[config.mk]
export PLATFORM = sky130hd
export DESIGN_NAME = inst_fetch
export DESIGN_NICKNAME = d
export VERILOG_FILES = /design/src/rtl/inst_fetch.sv
export SDC_FILE = /design/constraint.sdc
export NUM_CORES = 1
export LEC_CHECK = 0
export ABC_AREA = 1
export BUFFER_PORTS_ARGS = -buffer_cell sky130_fd_sc_hd__buf_2
export CAP_MARGIN = 15
export CORE_UTILIZATION = 48
export CTS_CLUSTER_DIAMETER = 150
export CTS_CLUSTER_SIZE = 25
export DETAILED_ROUTE_END_ITERATION = 8
export HOLD_SLACK_MARGIN = 0.02
export PLACE_DENSITY = 0.84
export SYNTH_ARGS = -nofsm -noshare
export SYNTH_HDL_FRONTEND = slang
export SYNTH_SLANG_ARGS = --single-unit
export TNS_END_PERCENT = 100
[constraint.sdc]
create_clock -name Clk -period 1.8 [get_ports Clk]
set_clock_uncertainty 0.1 [all_clocks]
set_input_delay 0.36 -clock Clk [delete_from_list [all_inputs] [get_ports Clk]]
set_output_delay 0.36 -clock Clk [all_outputs]
set_load 0.02 [all_outputs]
[src/rtl/inst_fetch.sv]
// Instruction fetch unit: drives PC into a combinational InstROM, registers the returned word
// into IR/IRPC, and sequences start, advance, branch redirect, stall and halt. Optional
// performance counters are built when FETCH_PERF_CNT_EN is defined.
module inst_fetch #(
  parameter int unsigned    A          = 10,
  parameter int unsigned    W          = 9,
  parameter logic [A-1:0]   START_ADDR = '0,
  parameter logic [W-1:0]   HALT_WORD  = '1
) (
  input  logic         Clk,
  input  logic         Reset,
  input  logic         Start,
  input  logic         Stall,
  input  logic         BrTaken,
  input  logic         BrAbs,
  input  logic [A-1:0] BrTarget,
  input  logic [W-1:0] Inst,
  output logic [A-1:0] PC,
  output logic [W-1:0] IR,
  output logic [A-1:0] IRPC,
  output logic         IRValid,
  output logic         Busy,
  output logic         Done
`ifdef FETCH_PERF_CNT_EN
  ,
  output logic [15:0]  CycleCnt,
  output logic [15:0]  InstCnt
`endif
);

  typedef enum logic [1:0] {
    S_IDLE = 2'd0,
    S_RUN  = 2'd1,
    S_HALT = 2'd2
  } state_e;

  localparam logic [A-1:0] PC_ONE = {{(A-1){1'b0}}, 1'b1};

  state_e       r_state;
  logic [A-1:0] r_pc;
  logic [W-1:0] r_ir;
  logic [A-1:0] r_irpc;
  logic         r_ir_valid;

  logic         w_branch;
  logic         w_start_go;
  logic [A-1:0] w_br_dest;

  // A branch only counts when it refers to a live instruction and execute is not held.
  assign w_branch   = BrTaken && r_ir_valid && !Stall;
  assign w_start_go = Start && (r_state != S_RUN);
  assign w_br_dest  = BrAbs ? BrTarget : (r_irpc + BrTarget);

  // NOTE: sequential state uses non-blocking assignments so every register samples the
  // pre-edge values of its peers, independent of statement order.
  always_ff @(posedge Clk or posedge Reset) begin
    if (Reset) begin
      r_state    <= S_IDLE;
      r_pc       <= START_ADDR;
      r_ir       <= '0;
      r_irpc     <= '0;
      r_ir_valid <= 1'b0;
    end else begin
      case (r_state)
        S_IDLE, S_HALT: begin
          r_ir_valid <= 1'b0;
          if (Start) begin
            r_state <= S_RUN;
            r_pc    <= START_ADDR;
          end
        end
        S_RUN: begin
          if (w_branch) begin
            r_pc       <= w_br_dest;
            r_ir_valid <= 1'b0;
          end else if (!Stall) begin
            r_ir       <= Inst;
            r_irpc     <= r_pc;
            r_ir_valid <= 1'b1;
            // The halt word is delivered to IR once; PC stays on it for inspection.
            if (Inst == HALT_WORD) r_state <= S_HALT;
            else                   r_pc    <= r_pc + PC_ONE;
          end
        end
        default: r_state <= S_IDLE;
      endcase
    end
  end

  assign PC      = r_pc;
  assign IR      = r_ir;
  assign IRPC    = r_irpc;
  assign IRValid = r_ir_valid;
  assign Busy    = (r_state == S_RUN);
  assign Done    = (r_state == S_HALT);

`ifdef FETCH_PERF_CNT_EN
  logic [15:0] r_cycle_cnt;
  logic [15:0] r_inst_cnt;

  always_ff @(posedge Clk or posedge Reset) begin
    if (Reset) begin
      r_cycle_cnt <= '0;
      r_inst_cnt  <= '0;
    end else if (w_start_go) begin
      r_cycle_cnt <= '0;
      r_inst_cnt  <= '0;
    end else begin
      if (r_state == S_RUN && r_cycle_cnt != 16'hFFFF) r_cycle_cnt <= r_cycle_cnt + 16'd1;
      if (r_ir_valid && !Stall && r_inst_cnt != 16'hFFFF) r_inst_cnt <= r_inst_cnt + 16'd1;
    end
  end

  assign CycleCnt = r_cycle_cnt;
  assign InstCnt  = r_inst_cnt;
`else
  logic w_unused;
  assign w_unused = w_start_go;
`endif

endmodule

# Word-level counts from Yosys, hierarchy flattened
# Index checks and enable logic that the tools add are counted.
# op_classes
addsub	2
reduce_logical	10
n_bitwise	2
mux	14
n_eq_ne	9
# ops
op	n
$mux 10	5
$pmux 10 s2	1
$add 10x1->10 const B	1
$add 10x10->10	1
$eq 9x9->1 const B	1
$mux 2	4
$reduce_and 4->1	2
$ne 2x2->1 const B	3
$pmux 2 s2	1
$ne 3x2->1 const B	1
$ne 3x3->1 const B	1
$reduce_and 3->1	1
$eq 2x1->1 const B	1
$eq 2x2->1 const B	1
$logic_and 1x1->1	2
$logic_not 2->1	1
$mux 1	2
$ne 2x1->1 const B	1
$not 1->1	2
$pmux 1 s2	1
$reduce_and 2->1	1
$reduce_bool 2->1	1
$reduce_or 2->1	1
$logic_not 1->1	1
# word_totals
in_bits	25
out_inout_bits	32
ff_bits	32
wordCells	42

# Longest topological paths before layout
# Gate-level depths: netlist of the first run.
# depth
ltp_word	5
mapped_depth	12
ltp_nobuf	12

# Worst setup path before layout of the first run
# Ideal clock, no wire load.
# synth_timing
path_type	flip-flop to flip-flop
startpoint	register r_irpc[0] (netlist: IRPC[0])
endpoint	register r_pc[8] (netlist: PC[8])
setup_slack_ns	-0.092
t_required_ns	1.583
setup_ns	0.117
period_less_slack_ns	1.892
arrival_ns	1.675
stages_incl_launch_ff	12
path_cell_list	dfrtp_1 -> ha_1 -> inv_1 -> fa_1 -> o21ai_2 -> nand2_1 -> nand2_1 -> nand2_1 -> nand3_1 -> nand2_1 -> nand2_1 -> nand2_1
# synth_via
elab_chain_len	4
# synth_lines
element	line_no	rtl
start: declaration	42	logic [A-1:0] r_irpc;
start signal: assignment	78	r_irpc <= r_pc;
$add 10x10->10	52	assign w_br_dest = BrAbs ? BrTarget : (r_irpc + BrTarget);
$mux 10	52	
$mux 10	73	if (w_branch) begin
$pmux 10 s2	64	case (r_state)
end signal: assignment	74	r_pc <= w_br_dest;
end signal: assignment	82	else r_pc <= r_pc + PC_ONE;
end: declaration	40	logic [A-1:0] r_pc;
# Every way passes these cells.
# A chain may end at the register's enable or synchronous reset.

# Worst setup path in the final report of the first run
# Same ends and word-level chain as after synthesis.

==> results.ini, run 1 <==
[floorplan]
initial_core_util_pct = 50.2
core_region_area_um2 = 4350
ioPinCount = 57
die_area_um2 = 4820
die_y_um = 69.5
row_count = 24
die_w_um = 69.5

[clock_network]
cts_buffers = 5
path_clk_slew_ps = 70
cts_tree = yes
cts_htree_levels = 2
clock_sinks = 32
insertion_delay_ps = 280
cts_buffer_depth = 2
root_buffer = clkbuf_8

[placement]
port_buffers = 56
gp_congestion = 0.921
dp_hpwl_um = 4290
placed_area_um2 = 2660
dpl.cell_count = 422

[timing]
worst_slew_pin_slew_ps = 482
max-slew-margin-rel_pct = 67.8
grt_setup_unrepaired = yes
period_share_pct = 98.3
hold_viol = 0
finalMaxSlewViolations = 0
setup_viol = 0
fmax_ghz = 0.565
min_period_ps = 1770

[global_route]
grt_use_total_pct = 24.6
grt_pass1_wl_um = 9360
antenna_found_initial = 0
overflow = 0
grt_max_degree = 23
grt_pass1_vias = 2163

[setup_path]
rrSetupSlack_ps = 30
path_cells = ha_4 > inv_2 > fa_2 > o21ai_4 > nand2_2 > nand2_1 > nand2_1 > nand3_1 > nand2_1 > nand2_1 > nand2_1
r2r-start = IRPC[0]
cp.arrival_ps = 1840
cp.required_ps = 1870
cp_slowest_cell = dfrtp_2
end_kind = flop
worstSetupStartpointType = flop
slowest_delay_ps = 390
reg2reg_depth = 11
path_class = flop to flop
critical-path-top-delay-family = adder cells
cpMostUsedCell = nand2_1
cp_num_buf_inv = 1
critPathMaxFanout = 3
r2r_end = PC[8]

[final_layout]
layout.nets = 416
drive_above_1_share_pct = 34.2
area_growth_pct = 31.9
antennaDiodeCount = 0
layoutNonFillerInstCount = 432
stdcell_area_um2 = 2880

[routing]
avgViaCountPerCell = 5.23
drc = 0
drt_iter0_markers = 160
drt-total-wl_um = 5780
wl_per_cell_um = 13.4
vias = 2260
firstDrtPassIters = 4
ant_nets = 0

[min_path]
hold_path.startpoint = Inst[4]
min_delay_path_depth = 3
min_to = IR[4]
hold_class = primary input to flop

[power_and_ir_drop]
powerDensity_nw_per_um2 = 1540
power_leakage_nw = 1.51
finalPower_mw = 4.44
peakVddDrop_v = 0.000943

[synth]
seq_area_frac_synth_pct = 36.7
synth-warning-count = 0
synthCells = 302
synth_cell_types = 32
synthesis.nets = 338
synth-seq-cells = 32
avgSynthCellArea_um2 = 7.23
synth_area_um2 = 2180

[outcome]
status = complete, no violations

[job]
drv_cap = 0

-- cell usage in the layout, fill, tap and decap left out, drive strengths merged --
master and n:
ha 10, nand3b 3, nand4 3, clkbuf 7, or2 1, buf 75, nand2 113, fa 1
a21oi 17, nor2 24, dfrtp 32, xnor2 3, inv 32, o21ai 31, xor2 2, and2 1
dlygate4sd3 1, nor3 1, o22ai 2, o21bai 1, nand3 20
-- worst min-delay path: stages --
cell     delay [ps]
buf_2            80
nand2_1          40
nand2_1          50
-- registers in the layout, summed over array words and instances, names as in the netlist --
register  count
IRPC         10
r_state       2
IR            9
IRValid       1
PC           10
-- layer usage --
metal	share of wire, %	vias up	wire length [um]	global-route usage, %
met5	0	-	0	0
met4	2.4	0	138	11.1
met3	6.6	14	381	3.78
met2	48	103	2780	41.9
met1	43	1016	2480	30.6
li1	-	1127	-	-
-- kinds of logic (layout without fill, tap and decap cells) --
kind of cell | Yosys count | after routing | synth area share [%]
buffers and inverters | 37 | 115 | 6.93
adders and majority gates | 11 | 11 | 6.64
DFF | 32 | 32 | 36.7
AOI/OAI and AO/OA | 51 | 51 | 14.7
and+or+nand+nor | 166 | 166 | 33.1
xor gates and xnor gates | 5 | 5 | 2.00
-- metrics by stage --
step | utilization [%] | hold slack [ps] | TNS, ps | setup slack, ps
after detailed placement | 61.1 | 295 | -486 | -120
final | 66.2 | 191 | 0 | 30.0
after CTS | 63.7 | 186 | 0 | 6.29
after floorplan | - | 376 | 0 | 49.5
after global routing | 66.2 | 204 | -356 | -93.5
after global placement | 61.1 | 289 | -195 | -57.6
-- worst max-delay path by stage --
stage	startpoint	to	slack (ps)	cells after the start
final	IRPC[0]	PC[8]	30	11
after floorplan	IRPC[2]	PC[7]	50	9
after detailed placement	BrTarget[0]	PC[8]	-120	12
after global placement	BrTarget[0]	PC[6]	-60	12
after global routing	IRPC[7]	PC[9]	-90	10
after CTS	IRPC[0]	PC[8]	6	11
-- repair_timing --
item	4_1_cts	5_1_grt
setup buffers	0	2
gates cloned	0	0
pin swaps	0	8
gates resized for setup	1	18
setup endpoints to repair	2	8
endpoints found under the hold margin	10	0
hold buffers	1	0
-- synthesized netlist by cell type, drive strengths merged --
| cell type | instances | area share, % |
|---|---|---|
| o21ai | 31 | 9.2 |
| nand2 | 113 | 20 |
| inv | 32 | 5.6 |
| nand3b | 3 | 1.0 |
| clkbuf | 2 | 0.34 |
| o22ai | 2 | 0.57 |
| o21bai | 1 | 0.34 |
| dfrtp | 32 | 37 |
| nor3 | 1 | 0.23 |
| xor2 | 2 | 0.80 |
| ha | 10 | 5.7 |
| nor2 | 24 | 4.4 |
| or2 | 1 | 0.29 |
| and2 | 1 | 0.29 |
| buf | 3 | 0.97 |
| nand4 | 3 | 1.5 |
| fa | 1 | 0.92 |
| a21oi | 17 | 4.6 |
| xnor2 | 3 | 1.2 |
| nand3 | 20 | 5.4 |
-- area by class of cell --
class / count / area, um2
inverter: 32 / 123
clock buffer: 7 / 96.3
timing repair buffer: 76 / 462
fill: 353 / 1470
sequential: 32 / 802
tap: 52 / 65.1
multi-input combinational: 233 / 1330
-- power by group --
group	internal, mW	switching [mW]	leakage, nW
combinational	1.05	1.52	1.06
clock	0.340	0.254	0.0503
sequential	0.988	0.290	0.400
Power figures use the tool's default switching activity.
==> inputs of run 2 (changes only) <==
--- a/config.mk
+++ b/config.mk
@@ -14,6 +14,7 @@
 export DETAILED_ROUTE_END_ITERATION = 8
 export HOLD_SLACK_MARGIN = 0.02
 export PLACE_DENSITY = 0.84
+export RECOVER_POWER = 25
 export SYNTH_ARGS = -nofsm -noshare
 export SYNTH_HDL_FRONTEND = slang
 export SYNTH_SLANG_ARGS = --single-unit
==> run 2 against run 1 <==
Net effect:
- core utilization shrank 0.49 points
- sequential cell count is the same
- highest routed layer unchanged
- via count grew 0.35%
- cell count is the same
- cell area shrank 0.74%
- clock-buffer cell count is the same
==> results.ini, run 2 (synthesized netlist as in run 1, its figures left out) <==
[clock_network]
path_clk_slew_ps = 70
cts_buffer_depth = 2
root_buffer = clkbuf_8
cts_tree = yes
insertion_delay_ps = 280
clock_sinks = 32
cts_buffers = 5
cts_htree_levels = 2

[routing]
vias = 2268
drc = 0
ant_nets = 0
wl_per_cell_um = 13.4
drt_iter0_markers = 161
avgViaCountPerCell = 5.25
firstDrtPassIters = 4
drt-total-wl_um = 5790

[setup_path]
cp.required_ps = 1870
cp.arrival_ps = 1840
r2r-start = IRPC[0]
r2r_end = PC[8]
critical-path-top-delay-family = adder cells
end_kind = flop
reg2reg_depth = 11
slowest_delay_ps = 390
path_cells = ha_4 > inv_2 > fa_2 > o21ai_4 > nand2_2 > nand2_1 > nand2_1 > nand3_1 > nand2_1 > nand2_1 > nand2_1
rrSetupSlack_ps = 30
path_class = flop to flop
worstSetupStartpointType = flop
cp_slowest_cell = dfrtp_2
critPathMaxFanout = 3
cpMostUsedCell = nand2_1
cp_num_buf_inv = 1

[min_path]
hold_class = primary input to flop
min_delay_path_depth = 3
min_to = IR[4]
hold_path.startpoint = Inst[4]

[timing]
finalWorstSetupSlack_ps = 30.7
max-slew-margin-rel_pct = 64.2
min_period_ps = 1770
hold_viol = 0
finalHoldWorstSlack_ps = 191
period_share_pct = 98.3
grt_setup_unrepaired = yes
finalMaxSlewViolations = 0
setup_viol = 0
tns_ps = 0
fmax_ghz = 0.565
worst_slew_pin_slew_ps = 537

[final_layout]
multi_input_area_um2 = 1330
layout_common_cells = nand2_1, buf_2, dfrtp_1
post-route-util_pct = 65.7
layout.nets = 416
layout_commonest_cell = nand2_1
area_growth_pct = 30.9
stdcell_area_um2 = 2860
layoutNonFillerInstCount = 432
fillCellCount = 356
antennaDiodeCount = 0
regArea_um2 = 802
drive_above_1_share_pct = 33.2

[floorplan]
die_w_um = 69.5
ioPinCount = 57
initial_core_util_pct = 50.2
die_area_um2 = 4820
die_y_um = 69.5
core_region_area_um2 = 4350
row_count = 24

[global_route]
grt_pass1_vias = 2163
overflow = 0
grt_max_degree = 23
grt_pass1_wl_um = 9360
grt_use_total_pct = 24.6
antenna_found_initial = 0

[power_and_ir_drop]
switchingPower_mw = 2.07
internal_power_mw = 2.37
peakVddDrop_v = 0.000937
powerDensity_nw_per_um2 = 1550
clock_power_share_pct = 13.3
p_sw_share_pct = 46.6
pwr-share-seq_pct = 28.8
combPwrFrac_pct = 57.8
power_leakage_nw = 1.50
finalPower_mw = 4.44

[placement]
dpl.cell_count = 422
pre_cts_ws_ps = -120
gp_congestion = 0.921
placed_area_um2 = 2660
port_buffers = 56
dp_hpwl_um = 4290

[outcome]
status = complete, no violations

[job]
drv_cap = 0

==> run 2: what timing repair did <==
item                                   CTS  global route
pin swaps                                0             8
setup endpoints to repair                2             8
hold buffers                             1             0
endpoints found under the hold margin   10             0
gates resized for setup                  1            18
buffers inserted                         0             2
==> run 2: power groups by stage <==
stage	combinational (mW)	sequential [mW]	clock, mW
2_1_floorplan	1.23	1.56	0
3_3_place_gp	2.24	1.24	0
3_5_place_dp	2.32	1.26	0
4_1_cts	2.35	1.25	0.603
5_1_grt	2.83	1.32	0.635
6_report	2.57	1.28	0.592
==> run 2: layout make-up <==
cell class                 instances  share of cell area [%]
multi-input combinational        233                    46.5
tap                               52                    2.27
sequential                        32                    28.0
clock buffer                       7                    3.37
inverter                          32                    4.29
timing repair buffer              76                    15.5
==> run 2: metal layers <==
layer / routed length [um] / vias up / GRT usage (%)
met5: 0 / - / 0
met4: 102 / 0 / 11.1
met1: 2520 / 1035 / 30.6
li1: - / 1126 / -
met3: 354 / 10 / 3.78
met2: 2820 / 97 / 41.9
==> run 2: worst reg2reg max path, stage by stage (launching register included) <==
cell,delay [ps]
dfrtp_2,390
ha_4,140
inv_2,30
fa_2,370
o21ai_4,200
nand2_2,80
nand2_1,60
nand2_1,50
nand3_1,70
nand2_1,60
nand2_1,60
nand2_1,50
==> run 2: worst max path at each step <==
| stage | slack (ps) | cells after the start | start | end |
|---|---|---|---|---|
| after detailed placement | -120 | 12 | BrTarget[0] | PC[8] |
| after global routing | -90 | 10 | IRPC[7] | PC[9] |
| after CTS | 6 | 11 | IRPC[0] | PC[8] |
| after floorplan | 50 | 9 | IRPC[2] | PC[7] |
| after global placement | -60 | 12 | BrTarget[0] | PC[6] |
| final | 30 | 11 | IRPC[0] | PC[8] |
==> inputs of run 3 (changes only) <==
==> constraint.sdc (replaced) <==
create_clock -name Clk -period 1.8 [get_ports Clk]
set_clock_uncertainty 0.1 [all_clocks]
set_input_delay 0.36 -clock Clk [delete_from_list [all_inputs] [get_ports Clk]]
set_output_delay 0.36 -clock Clk [all_outputs]
set_load 0.01 [all_outputs]
==> run 3 against run 2 <==
Net effect:
- the flow now finishes with violations (setup timing)
- sequential power about the same
- power shrank 3.5%
- clock power down 3.9%
- non-clock buffer count up 1
- setup slack lost 89 ps
- die area stayed put
- via count rose by 1.5%
- sequential cell count unchanged
- critical path depth is the same
- global-route usage grew 1.1 points
- critical path type unchanged
- largest power group unchanged
- highest routed layer unchanged
==> results.ini, run 3 (synthesized netlist as in run 1, its figures left out) <==
[timing]
hold_viol = 0
finalMaxSlewViolations = 0
grt_setup_unrepaired = yes
finalWorstSetupSlack_ps = -58.0
max-slew-margin-rel_pct = 48.0
period_share_pct = 103
setup_viol = 2
fmax_ghz = 0.538
tns_ps = -91.8
min_period_ps = 1860
worst_slew_pin_slew_ps = 779

[setup_path]
r2r-start = IRPC[0]
critical-path-top-delay-family = adder cells
cp_num_buf_inv = 1
worstSetupStartpointType = flop
path_cells = ha_2 > inv_2 > fa_2 > o21ai_4 > nand2_2 > nand2_1 > nand2_2 > nand3_2 > nand2_2 > nand2_1 > nand2_1
cp.arrival_ps = 1940
cp_slowest_cell = dfrtp_1
rrSetupSlack_ps = -60
reg2reg_depth = 11
path_class = flop to flop
end_kind = flop
r2r_end = PC[8]
cp.required_ps = 1890
slowest_delay_ps = 370
critPathMaxFanout = 3

[global_route]
grt_use_total_pct = 25.6
grt_pass1_vias = 2203
grt_pass1_wl_um = 9890
antenna_found_initial = 0
grt_max_degree = 33
overflow = 0

[clock_network]
cts_tree = yes
path_clk_slew_ps = 70
cts_hold_buffers = 0
cts_buffers = 5
cts_buffer_depth = 2
cts_htree_levels = 2
insertion_delay_ps = 290
clock_sinks = 32
root_buffer = clkbuf_8

[floorplan]
die_y_um = 69.5
initial_core_util_pct = 50.2
die_area_um2 = 4820
row_count = 24
core_region_area_um2 = 4350
ioPinCount = 57
die_w_um = 69.5

[power_and_ir_drop]
power_leakage_nw = 1.50
peakVddDrop_v = 0.000761
powerDensity_nw_per_um2 = 1480

[final_layout]
antennaDiodeCount = 0
layout_commonest_cell = nand2_1
drive_above_1_share_pct = 35.3
layout_common_cells = nand2_1, buf_2, dfrtp_1
fillCellCount = 374
area_growth_pct = 32.2
layout.nets = 417
post-route-util_pct = 66.3

[routing]
drt_iter0_markers = 151
avgViaCountPerCell = 5.30
vias = 2302
drc = 0
drt-total-wl_um = 6040
ant_nets = 0
wl_per_cell_um = 13.9
firstDrtPassIters = 4

[job]
drv_cap = 0

[placement]
gp_congestion = 0.859
dp_hpwl_um = 4230
pre_cts_ws_ps = -180
port_buffers = 56

[outcome]
violations = setup timing
status = finished with violations

[min_path]
hold_class = primary input to asynchronous set/reset pin

-- run 3: cell count changes in the layout (fill, tap and decap cells not counted), sizes merged --
cell	change
clkbuf	-5
clkinvlp	+2
buf	+5
clkinv	+1
dlygate4sd3	-1
-- run 3: worst min-delay path: cells and delay by family --
family	cells	cell delay, ps
buffers and inverters	3	730
-- run 3: worst max-delay path by stage --
| stage | slack [ps] | cells past startpoint | start | endpoint |
|---|---|---|---|---|
| 2_1_floorplan | 20 | 11 | IRPC[0] | PC[8] |
| 6_report | -60 | 11 | IRPC[0] | PC[8] |
| 5_1_grt | -130 | 11 | IRPC[0] | PC[8] |
| 4_1_cts | -50 | 11 | IRPC[0] | PC[8] |
| 3_3_place_gp | -90 | 8 | BrTarget[0] | PC[2] |
| 3_5_place_dp | -180 | 8 | BrTarget[0] | PC[2] |
-- run 3: timing repair --
item | CTS | global route
resized for setup | 3 | 25
buffers inserted | 0 | 3
endpoints found under the setup margin | 4 | 8
pin swaps | 1 | 4
-- run 3: area by class of cell --
type	instances	area [um2]	area share [%]
multi-input cells	233	1350	46.9
inverters	32	123	4.25
repair buffers	77	452	15.6
clock buffers	5	68.8	2.38
flip-flops and latches	32	802	27.8
well taps	52	65.1	2.25
clock inverters	3	23.8	0.823
-- run 3: power breakdown --
group	internal [mW]	switching (mW)	leakage, nW
Clock	0.273	0.296	0.0404
Combinational	1.08	1.34	1.06
Sequential	0.987	0.300	0.400
-- run 3: through the flow --
stage                     hold WS (ps)  std cells  area (um2)  power [mW]
after floorplan                    376        302        2180        2.58
after global placement             350        423        2650        3.30
after detailed placement           353        423        2650        3.38
after CTS                         42.4        431        2760        4.00
after global routing               181        434        2890        4.64
final                              171        434        2890        4.28
-- run 3: metal layers --
layer / GRT usage [%] / vias up / share of wire (%)
met5: 0 / - / 0
met4: 10.2 / 0 / 1.8
met3: 4.65 / 15 / 5.5
met2: 41.9 / 88 / 47
met1: 33.6 / 1069 / 46
li1: - / 1130 / -
